===== config.mk =====
export PLATFORM = sky130hd
export DESIGN_NAME = snake_tile_map
export DESIGN_NICKNAME = d
export VERILOG_FILES = /design/src/rtl/snake_tile_map.sv
export SDC_FILE = /design/constraint.sdc
export NUM_CORES = 1
export LEC_CHECK = 0
export CELL_PAD_IN_SITES_DETAIL_PLACEMENT = 0
export CELL_PAD_IN_SITES_GLOBAL_PLACEMENT = 1
export CORE_ASPECT_RATIO = 1.75
export CORE_MARGIN = 2
export CORE_UTILIZATION = 35
export CTS_CLUSTER_DIAMETER = 150
export DETAILED_ROUTE_END_ITERATION = 10
export PLACE_DENSITY = 0.61
export SLEW_MARGIN = 40
export SYNTH_ARGS = -nofsm -noshare
export SYNTH_HDL_FRONTEND = slang
export SYNTH_SLANG_ARGS = --single-unit

===== constraint.sdc =====
create_clock -name clk -period 11.6 [get_ports clk]
set_clock_uncertainty 0.2 [all_clocks]
set_input_delay 3.48 -clock clk [delete_from_list [all_inputs] [get_ports clk]]
set_output_delay 3.48 -clock clk [all_outputs]
set_load 0.02 [all_outputs]

===== src/rtl/snake_tile_map.sv =====
// Snake playfield tile store: host-written 20x15 grid of 4-bit tile codes, a
// power-on/on-demand clear sweep, and a 2-cycle pixel fetch feeding the renderer.
module snake_tile_map #(
  parameter int COLS = 20,
  parameter int ROWS = 15
) (
  input  logic        clk,
  input  logic        reset,
  input  logic        chipselect,
  input  logic        write,
  input  logic        read,
  input  logic [2:0]  address,
  input  logic [7:0]  writedata,
  output logic [7:0]  readdata,
  input  logic [10:0] hcount,
  input  logic [9:0]  vcount,
  input  logic        VGA_BLANK_n,
  output logic [3:0]  tile_code,
  output logic [9:0]  sprite_addr,
  output logic        pix_valid,
  output logic        busy
);

  localparam int CELLS = COLS * ROWS;
  localparam int IDX_W = $clog2(CELLS);
  localparam logic [4:0]       COLS_L   = 5'(COLS);
  localparam logic [4:0]       ROWS_L   = 5'(ROWS);
  localparam logic [IDX_W-1:0] LAST_IDX = IDX_W'(CELLS - 1);

  typedef enum logic {S_IDLE, S_CLEAR} state_t;

  function automatic logic [IDX_W-1:0] cell_index(input logic [4:0] r, input logic [4:0] c);
    logic [31:0] t;
    t = 32'(r) * 32'(COLS) + 32'(c);
    return t[IDX_W-1:0];
  endfunction

  state_t           state_q, state_d;
  logic [IDX_W-1:0] clr_idx_q, clr_idx_d;
  logic [4:0]       col_q;
  logic [3:0]       row_q;
  logic [7:0]       readdata_q;
  logic [7:0]       rd_mux;

  logic             host_wr;
  logic             start_clr;
  logic             host_tile;
  logic [IDX_W-1:0] host_idx;

  logic             ram_we;
  logic [IDX_W-1:0] ram_waddr;
  logic [3:0]       ram_wdata;
  logic [3:0]       mem [CELLS];

  logic [4:0]       pix_col, pix_row;
  logic             pix_in_grid;

  logic [IDX_W-1:0] rd_idx_p1;
  logic             in_grid_p1, vld_p1;
  logic [4:0]       x_p1, y_p1;
  logic [3:0]       tile_p2;
  logic             in_grid_p2, vld_p2;
  logic [9:0]       addr_p2;

  logic             unused_bits;
  assign unused_bits = ^{writedata[7:5], hcount[0]};

  assign host_wr   = chipselect && write;
  assign start_clr = host_wr && (address == 3'd3) && writedata[0];
  assign busy      = (state_q == S_CLEAR);
  assign host_idx  = cell_index({1'b0, row_q}, col_q);
  assign host_tile = host_wr && (address == 3'd2) && !busy &&
                     (col_q < COLS_L) && ({1'b0, row_q} < ROWS_L);

  // Clear engine
  always_comb begin
    state_d   = state_q;
    clr_idx_d = clr_idx_q;
    case (state_q)
      S_IDLE: begin
        if (start_clr) begin
          state_d   = S_CLEAR;
          clr_idx_d = '0;
        end
      end
      S_CLEAR: begin
        if (clr_idx_q == LAST_IDX) begin
          state_d   = S_IDLE;
          clr_idx_d = '0;
        end else begin
          clr_idx_d = clr_idx_q + IDX_W'(1);
        end
      end
      default: begin
        state_d   = S_IDLE;
        clr_idx_d = '0;
      end
    endcase
  end

  always_ff @(posedge clk) begin
    if (reset) begin
      state_q   <= S_CLEAR;
      clr_idx_q <= '0;
    end else begin
      state_q   <= state_d;
      clr_idx_q <= clr_idx_d;
    end
  end

  // Host register file
  always_comb begin
    rd_mux = '0;
    case (address)
      3'd0:    rd_mux = {3'b000, col_q};
      3'd1:    rd_mux = {4'b0000, row_q};
      3'd3:    rd_mux = {7'b0, busy};
      default: rd_mux = '0;
    endcase
  end

  always_ff @(posedge clk) begin
    if (reset) begin
      col_q      <= '0;
      row_q      <= '0;
      readdata_q <= '0;
    end else begin
      if (host_wr && address == 3'd0) col_q <= writedata[4:0];
      if (host_wr && address == 3'd1) row_q <= writedata[3:0];
      if (chipselect && read)         readdata_q <= rd_mux;
    end
  end

  assign readdata = readdata_q;

  // The clear engine owns the write port while sweeping, so host tile writes lose.
  assign ram_we    = busy || host_tile;
  assign ram_waddr = busy ? clr_idx_q : host_idx;
  assign ram_wdata = busy ? 4'd0 : writedata[3:0];

  assign pix_col     = hcount[10:6];
  assign pix_row     = vcount[9:5];
  assign pix_in_grid = (pix_col < COLS_L) && (pix_row < ROWS_L);

  // Stage 1: decode pixel position into cell, in-tile offset and read index
  always_ff @(posedge clk) begin
    if (reset) begin
      in_grid_p1 <= 1'b0;
      vld_p1     <= 1'b0;
      rd_idx_p1  <= '0;
    end else begin
      in_grid_p1 <= pix_in_grid;
      vld_p1     <= VGA_BLANK_n;
      rd_idx_p1  <= pix_in_grid ? cell_index(pix_row, pix_col) : '0;
    end
  end

  always_ff @(posedge clk) begin
    x_p1 <= hcount[5:1];
    y_p1 <= vcount[4:0];
  end

  // Stage 2: RAM read (old data on same-cell collision) and output alignment
  always_ff @(posedge clk) begin
    if (ram_we) mem[ram_waddr] <= ram_wdata;
    tile_p2 <= mem[rd_idx_p1];
  end

  always_ff @(posedge clk) begin
    if (reset) begin
      in_grid_p2 <= 1'b0;
      vld_p2     <= 1'b0;
      addr_p2    <= '0;
    end else begin
      in_grid_p2 <= in_grid_p1;
      vld_p2     <= vld_p1;
      addr_p2    <= {y_p1, x_p1};
    end
  end

  assign tile_code   = in_grid_p2 ? tile_p2 : 4'd0;
  assign sprite_addr = addr_p2;
  assign pix_valid   = vld_p2 && in_grid_p2;

endmodule

Yosys cells after proc, flatten, opt, wreduce, memory -nomap -nowiden
Memory sizes are Yosys's and may differ from the RTL's. A register that Yosys moved wholly into a read port is not among the register bits.
Cells that the tools add are included.
{"block": "classes", "addsub": 3, "multipliers": 2, "order_cmp": 4, "n_eq_ne": 5, "mux": 12, "bitwise": 2, "n_reduce_logical": 16}
{"cell": "$mux W9", "count": 3}
{"cell": "$add A9 B5 Y9", "count": 2}
{"cell": "$pmux W9 S2", "count": 1}
{"cell": "$pmux W5 S3", "count": 1}
{"cell": "$logic_and A1 B1 Y1", "count": 12}
{"cell": "$lt A5 B5 Y1 const B", "count": 2}
{"cell": "$add A9 B1 Y9 const B", "count": 1}
{"cell": "$eq A9 B9 Y1 const B", "count": 1}
{"cell": "$mux W4", "count": 2}
{"cell": "$mul A4 B3 Y7 const B", "count": 1}
{"cell": "$mul A5 B3 Y7 const B", "count": 1}
{"cell": "$eq A3 B2 Y1 const B", "count": 2}
{"cell": "$lt A5 B4 Y1 const B", "count": 1}
{"cell": "$lt A4 B4 Y1 const B", "count": 1}
{"cell": "$mux W1", "count": 4}
{"cell": "$eq A3 B1 Y1 const B", "count": 1}
{"cell": "$logic_not A3 Y1", "count": 1}
{"cell": "$ne A2 B2 Y1 const B", "count": 1}
{"cell": "$not A1 Y1", "count": 2}
{"cell": "$pmux W1 S2", "count": 1}
{"cell": "$reduce_or A2 Y1", "count": 1}
{"cell": "$logic_not A1 Y1", "count": 1}
{"cell": "$logic_or A1 B1 Y1", "count": 1}
{"block": "totals", "register_bits": 60, "ramBits": 1200, "in_bits": 38, "elab_cells": 58, "n_memories": 1}
{"name": "mem", "words": 300, "width": 4, "rd": 1, "rd_clocked_by_memory_dff": 1, "wr": 1, "line": "53", "text": "logic [3:0] mem [CELLS];"}

Depth between registers and ports, before layout
Gate-level depths: netlist of the first run.
{"block": "depth", "word_depth": 8, "ltp_mapped": 12}

Worst setup path before layout of the first run
No wires, ideal clock.
{"block": "synth_timing", "path_type": "input to register", "from": "input writedata[0]", "to": "memory mem[0][0], data pin", "arrival_ns": 10.667, "slack_ns": -0.927, "stages": 1, "path_buffers": 0, "path_cell_list": "nor2b_1"}
{"block": "synth_between", "elab_chain_cells": 1}
{"element": "from (decl)", "line": "13", "text": "input logic [7:0] writedata,"}
{"element": "$mux W4", "line": "139", "text": "assign ram_wdata = busy ? 4'd0 : writedata[3:0];"}
{"element": "to (decl)", "line": "53"}
Every way passes these cells.

Final worst setup path of the first run
{"block": "layout_timing", "from": "input address[0]", "to": "memory mem[243][3] (enable)"}
{"block": "layout_between", "elab_chain_cells": 8}
{"element": "from (decl)", "line": "12", "text": "input logic [2:0] address,"}
{"element": "$eq A3 B2 Y1", "line": "72", "text": "assign host_tile = host_wr && (address == 3'd2) && !busy &&"}
{"element": "$logic_and A1 B1 Y1 (3 in a row)", "line": "72"}
{"element": "$logic_and A1 B1 Y1", "line": "73", "text": "(col_q < COLS_L) && ({1'b0, row_q} < ROWS_L);"}
{"element": "$logic_or A1 B1 Y1", "line": "137", "text": "assign ram_we = busy || host_tile;"}
{"element": "$mux W1", "line": "165", "text": "if (ram_we) mem[ram_waddr] <= ram_wdata;"}
{"element": "$mux W1 (implied by the code)", "line": "165"}
Every way passes these cells.

==> results of run 1 <==
## final cells by class
type                       instances  area share, %
antenna                            1       0.004424
inverter                           8        0.05309
clock inverter                    71          1.283
timing repair buffer             101          2.004
clock buffer                     120          4.837
sequential                      1261          65.89
multi-input combinational       1340          21.82
tap                             1860          4.114
## how the worst max path moves through the flow
stage / to / slack (ns) / cells past startpoint
global placement: mem[91][2] / 4.47 / 6
global route: mem[257][3] / 4.94 / 6
finish: mem[243][3] / 5.20 / 6
detailed placement: mem[243][0] / 4.45 / 6
CTS: mem[243][1] / 5.20 / 6
floorplan: mem[0][0] / 2.66 / 1
## per-stage QoR
stage	hold WS (ns)	area, um^2	util, %	worst slack (ns)	instances
after floorplan	0.2138	50400	-	2.664	2783
after global placement	0.2214	52750	36.84	4.467	4558
after detailed placement	0.2264	53020	37.02	4.454	4567
after CTS	0.2386	56480	39.44	5.197	4758
after global routing	0.2580	56570	39.50	4.936	4762
final	0.2391	56570	39.50	5.198	4762
## cells by family (layout without fill, tap and decap cells)
kind of cell | Yosys count | in the layout
flops | 1261 | 1261
simple gates | 603 | 603
mux | 406 | 406
compound gates | 299 | 299
buf+inv | 182 | 300
fa+ha+maj | 21 | 21
xor+xnor | 8 | 8
other cells | 1 | 4
## report_power, final
part	switching (mW)	leakage [nW]	internal [mW]	total, mW
combinational	0.198	3.89	0.127	0.325
sequential	0.0147	11.6	4.92	4.93
clock	1.61	1.67	1.99	3.59
total	1.82	17.2	7.03	8.85
## placed cells by master, fill, tap and decap left out, drive strengths merged, types with 23 or more instances in the layout
cell type / count
o22ai: 23
nor2: 359
edfxtp: 1200
nor2b: 27
clkbuf: 121
nand2: 82
clkinv: 45
nor3: 25
dfxtp: 61
mux2i: 149
mux4: 243
a22oi: 33
o21ai: 75
a21oi: 67
clkdlybuf4s50: 54
buf: 46
## worst max-delay path: cells and delay by family
kind                   cells  cell delay [ns]
AO/OA/AOI/OAI              1             0.25
buffers and inverters      1             0.59
AND/OR/NAND/NOR            4             2.21
## sequential cells by signal, indices dropped and copies added, names as in the netlist
name,cells
busy,1
clr_idx_q,9
col_q,5
in_grid_p1,1
in_grid_p2,1
mem,1200
rd_idx_p1,9
readdata,5
row_q,4
sprite_addr,10
tile_p2,4
vld_p1,1
vld_p2,1
x_p1,5
y_p1,5
## routing by layer
layer  part of all wire, %  up-vias  track usage, %
met5                     0        -               0
met4                   4.0        0           7.383
met3                   4.0      195           2.032
met2                    56      644           32.26
met1                    36    13280           18.39
li1                      -    11130               -
==> out/qor.yml, run 1 <==
status: "completed"
yosysMostFrequentCell: "edfxtp_1"
cts_tree: "built"
hold_viol_final: 0
antenna_found_initial: 2
tightest_slew_ns: 1.049
dieArea_mm2: 0.1471
routabilityCongestion: 0.7612
arrival_ns: 6.56
rsz0062_at_grt: "false"
synth_top_family_by_area: "multiplexers"
fin_nets: 2872
synth_top_area_share_pct: 71.53
syn-mean-instance-area_um2: 18.12
multi_input_area_mm2: 0.01234
r2r-end: "tile_p2[3]"
setup_viol: 0
synth-simple-area-share_pct: 5.399
ys_ff_latch: 1261
drv_slew: 0
synth_area_mm2: 0.05038
leakage_nw: 17.19
path_cells: "clkdlybuf4s50_1, nor4b_1, a31oi_1, nor2_1, nand2_4, nor2_1"
cp_max_fo: 19
routed_wl_um: 124300
core_region_area_mm2: 0.1432
drt-wirelength-per-cell_um: 26.10
reg2reg_depth: 10
hold_depth: 1
critPathMaxStageDelay_ns: 0.64
seq_area_mm2: 0.03727
track_usage_pct: 16.80
synthAdderAreaFrac_pct: 0.5812
synth-edff-count: 1200
synth_commonest_cells: "edfxtp_1, nor2_1, mux4_2"
fin_crit_sh_pct: 55.19
synth_area_leaders: "edfxtp_1, mux4_2, mux2i_1"
layout_min_cycle_time_ns: 6.402
cp-startpoint: "address[0]"
setup_tns_ns: 0
drive_gt1_share_pct: 17.99
drc: 0
synth.distinct_cells: 78
vias: 25250
worstSetupPathType: "in2reg"
relSlewSlack_pct: 29.52
rows: 184
start_util_pct: 35.18
slowest_stage: "nor2_1"
grt_pass1_vias: 27450
timing.rr.start: "rd_idx_p1[0]"
synth-compound-area-share_pct: 3.860
clock_path_buffers: 3
cp.required_ns: 11.75
routed_via_density: 5.302
io_buffers: 54
vdd_drop_max_mv: 0.1303
fmax_mhz: 156.2
ctsResizeCount: 0
grt-ovfl-total: 0
die_h_um: 505.9
yosysSeqAreaShare_pct: 73.95
die_w_um: 290.8
cts_num_sinks: 1261
yosys.area.top_type: "edfxtp_1"
cts_setup_buffers: 0
grt_max_degree: 195
postSynth.asyncResetShare_pct: 0
whs_endpoint: "in_grid_p2"
synthXorXnorAreaFrac_pct: 0.1391
synth_mux_area_share_pct: 14.17
power.density_mw_per_mm2: 156.5
ys.flop_type: "edfxtp_1"
critPathMostFrequentCell: "nor2_1"
firstDrtPassIters: 7
syn2layout_area_growth_pct: 12.28
critPathLaunchType: "primary input"
drtIter0Drc: 2082
cts_htree_levels: 3
ant_nets: 0
path_clk_slew_ns: 0.07
rrSetupSlack_ns: 6.48
root_buffer: "clkbuf_16"
syn_inst: 2781
total_power_mw: 8.852
boundaryPins: 62
hold_buffers: 0
cts_inserted_buffers: 101
clock_latency_ns: 0.72
holdCritPathClass: "reg2reg"
yosysWarnings: 0
hp-start: "in_grid_p1"
dp_hpwl_um: 76740
maxCapViolations: 0
grt_pass1_wl_um: 181900
cp-end-kind: "flop"
nFillCells: 12920
No activity file was read; power rests on OpenSTA's default activity.
==> run 2: changes to the inputs <==
- clock period: 11.6 -> 5.2 ns (I/O delays scaled with it)
==> run 2 against run 1 <==
Compared with the run above:
- sequential share of layout area decreased by 0.83 points
- total power grew 130%
- final cell count increased by 1.3%
- global-route usage rose by 0.11 points
- worst hold slack better by 0.0029 ns
- largest cell class unchanged
- highest routed layer unchanged
==> out/qor.yml, run 2 (synthesis gave the netlist of run 1 again) <==
fin_nets: 2933  # was 2872
boundaryPins: 62  # unchanged
grt-ovfl-total: 0  # unchanged
leakage_nw: 17.53  # was 17.19 nW
vdd_drop_max_mv: 0.2615  # was 0.1303 mV
hold_viol_final: 0  # unchanged
firstDrtPassIters: 5  # was 7
start_util_pct: 35.18  # unchanged
rsz0062_at_grt: "false"  # unchanged
drv_slew: 0  # unchanged
status: "completed"  # unchanged
path_cells: "ha_1, ha_1, fa_1, nand2_1, or4_1, a31o_1, mux2_4, nor3b_4, nand2_2, nor2_1"  # was clkdlybuf4s50_1, nor4b_1, a31oi_1, nor2_1, nand2_4, nor2_1
layout_commonest_cell: "edfxtp_1"  # unchanged
path_delay_family: "simple AND/OR/NAND/NOR gates"  # unchanged
root_buffer: "clkbuf_16"  # unchanged
layout_min_cycle_time_ns: 4.607
critPathMostFrequentCell: "ha_1"  # was nor2_1
antenna_found_initial: 1  # was 2
ctsResizeCount: 0  # unchanged
clock_path_buffers: 3  # unchanged
setup_tns_ns: 0  # unchanged
routabilityCongestion: 0.8109  # was 0.7612
grt_pass1_vias: 27670  # was 27450
fin_crit_sh_pct: 88.60
dp_hpwl_um: 79090  # was 76740 um
cp.required_ns: 5.35  # was 11.75 ns
largest_register_ffs: 1200  # unchanged
dieArea_mm2: 0.1471  # unchanged
io_buffers: 54  # unchanged
setup_viol: 0  # unchanged
core_region_area_mm2: 0.1432  # unchanged
path_clk_slew_ns: 0.07  # about the same
postPlaceCellArea_mm2: 0.05343  # was 0.05302 mm^2
clock_latency_ns: 0.72  # about the same
cp_num_buf_inv: 0  # was 1
regMostFlops: "mem"  # unchanged
rows: 184  # unchanged
critPathMaxStageDelay_ns: 0.54  # was 0.64 ns
drc: 0  # unchanged
cts_num_sinks: 1261  # unchanged
power.density_mw_per_mm2: 356.9  # was 156.5 mW/mm^2
holdCritPathClass: "reg2reg"  # unchanged
critPathLaunchType: "flop"  # was primary input
slowest_stage: "fa_1"  # was nor2_1
drive_gt1_share_pct: 19.83  # was 17.99%
track_usage_pct: 16.92  # was 16.80%
tightest_slew_ns: 0.8632  # was 1.049 ns
vias: 25570  # was 25250
seq_area_mm2: 0.03727  # unchanged
fin_area_mm2: 0.05729  # was 0.05657 mm^2
worstSetupPathType: "reg2reg"  # was in2reg
nFillCells: 12860  # was 12920
syn2layout_area_growth_pct: 13.72  # was 12.28%
grt_pass1_wl_um: 183500  # was 181900 um
drtIter0Drc: 2168  # was 2082
relSlewSlack_pct: 42.38  # was 29.52%
cp_max_fo: 16  # was 19
cts_htree_levels: 3  # unchanged
ant_nets: 0  # unchanged
fmax_mhz: 217.0
die_h_um: 505.9  # unchanged
multi_input_area_mm2: 0.01223  # was 0.01234 mm^2
drt-wirelength-per-cell_um: 25.80  # was 26.10 um
maxCapViolations: 0  # unchanged
hold_buffers: 0  # unchanged
die_w_um: 290.8  # unchanged
cts_inserted_buffers: 104  # was 101
grt_max_degree: 198  # was 195
cp-end-kind: "flop"  # unchanged
cts_setup_buffers: 0  # unchanged
arrival_ns: 4.76  # was 6.56 ns
routed_via_density: 5.297  # was 5.302
cts_tree: "built"  # unchanged
routed_wl_um: 124500  # was 124300 um
mostFrequentLayoutCells: "edfxtp_1, nor2_1, mux4_2, mux2i_1, clkbuf_16"  # unchanged
-- run 2: changes by cell type in the layout (fill, tap and decap cells not counted), moves of 3 or more --
cell and change:
buf_12 +14, buf_6 -7, clkinv_4 +7, buf_4 +57
nand2_4 -11, nand2_1 +11, buf_16 -5, clkinv_1 -18
bufinv_16 +7, clkbuf_16 +3, inv_6 +6
-- run 2: per-layer routing --
| layer | global-route usage (%) | wire length (um) | share of wire (%) | vias up |
|---|---|---|---|---|
| li1 | - | - | - | 11280 |
| met1 | 18.87 | 45440 | 36 | 13430 |
| met2 | 32.43 | 69420 | 56 | 672 |
| met3 | 2.058 | 5135 | 4.1 | 188 |
| met4 | 6.657 | 4510 | 3.6 | 0 |
| met5 | 0 | 0 | 0 | - |
-- run 2: report_power, final --
group	internal [mW]	switching, mW	leakage [nW]
Clock	4.92	3.78	1.84
Combinational	0.299	0.446	4.07
Sequential	11.0	0.0382	11.6
Total	16.2	4.26	17.5
-- run 2: worst paths after layout --
path,from,end,slack (ns),cells past startpoint
max,row_q[3],mem[100][3],0.59,10
min,y_p1[2],sprite_addr[7],0.24,1
max reg2reg,row_q[3],mem[100][3],0.59,10
min reg2reg,y_p1[2],sprite_addr[7],0.24,1
-- run 2: cell type report --
class	instances	share of cell area (%)
Tap cell	1860	4.062
Antenna cell	1	0.004368
Timing Repair Buffer	159	2.813
Multi-Input combinational cell	1340	21.34
Clock buffer	120	4.870
Inverter	8	0.05241
Sequential cell	1261	65.05
Clock inverter	77	1.802
-- run 2: worst register-to-register path, stage by stage (launching register included) --
cell     delay [ns]
dfxtp_1        0.48
ha_1           0.29
ha_1           0.22
fa_1           0.55
nand2_1        0.11
or4_1          0.47
a31o_1         0.30
mux2_4         0.31
nor3b_4        0.40
nand2_2        0.41
nor2_1         0.52
-- run 2: per-stage QoR --
step                      hold WS, ns  util (%)  cells  power [mW]  setup WS (ns)
after CTS                      0.2489     39.98   4824       20.65         0.5258
after global placement         0.2318     37.26   4624       11.98         0.5926
final                          0.2420     40.01   4826       20.45         0.5927
after detailed placement       0.2292     37.31   4627       11.99         0.4692
after floorplan                0.2138         -   2783       11.67         0.3072
after global routing           0.2569     40.01   4826       21.02         0.3897
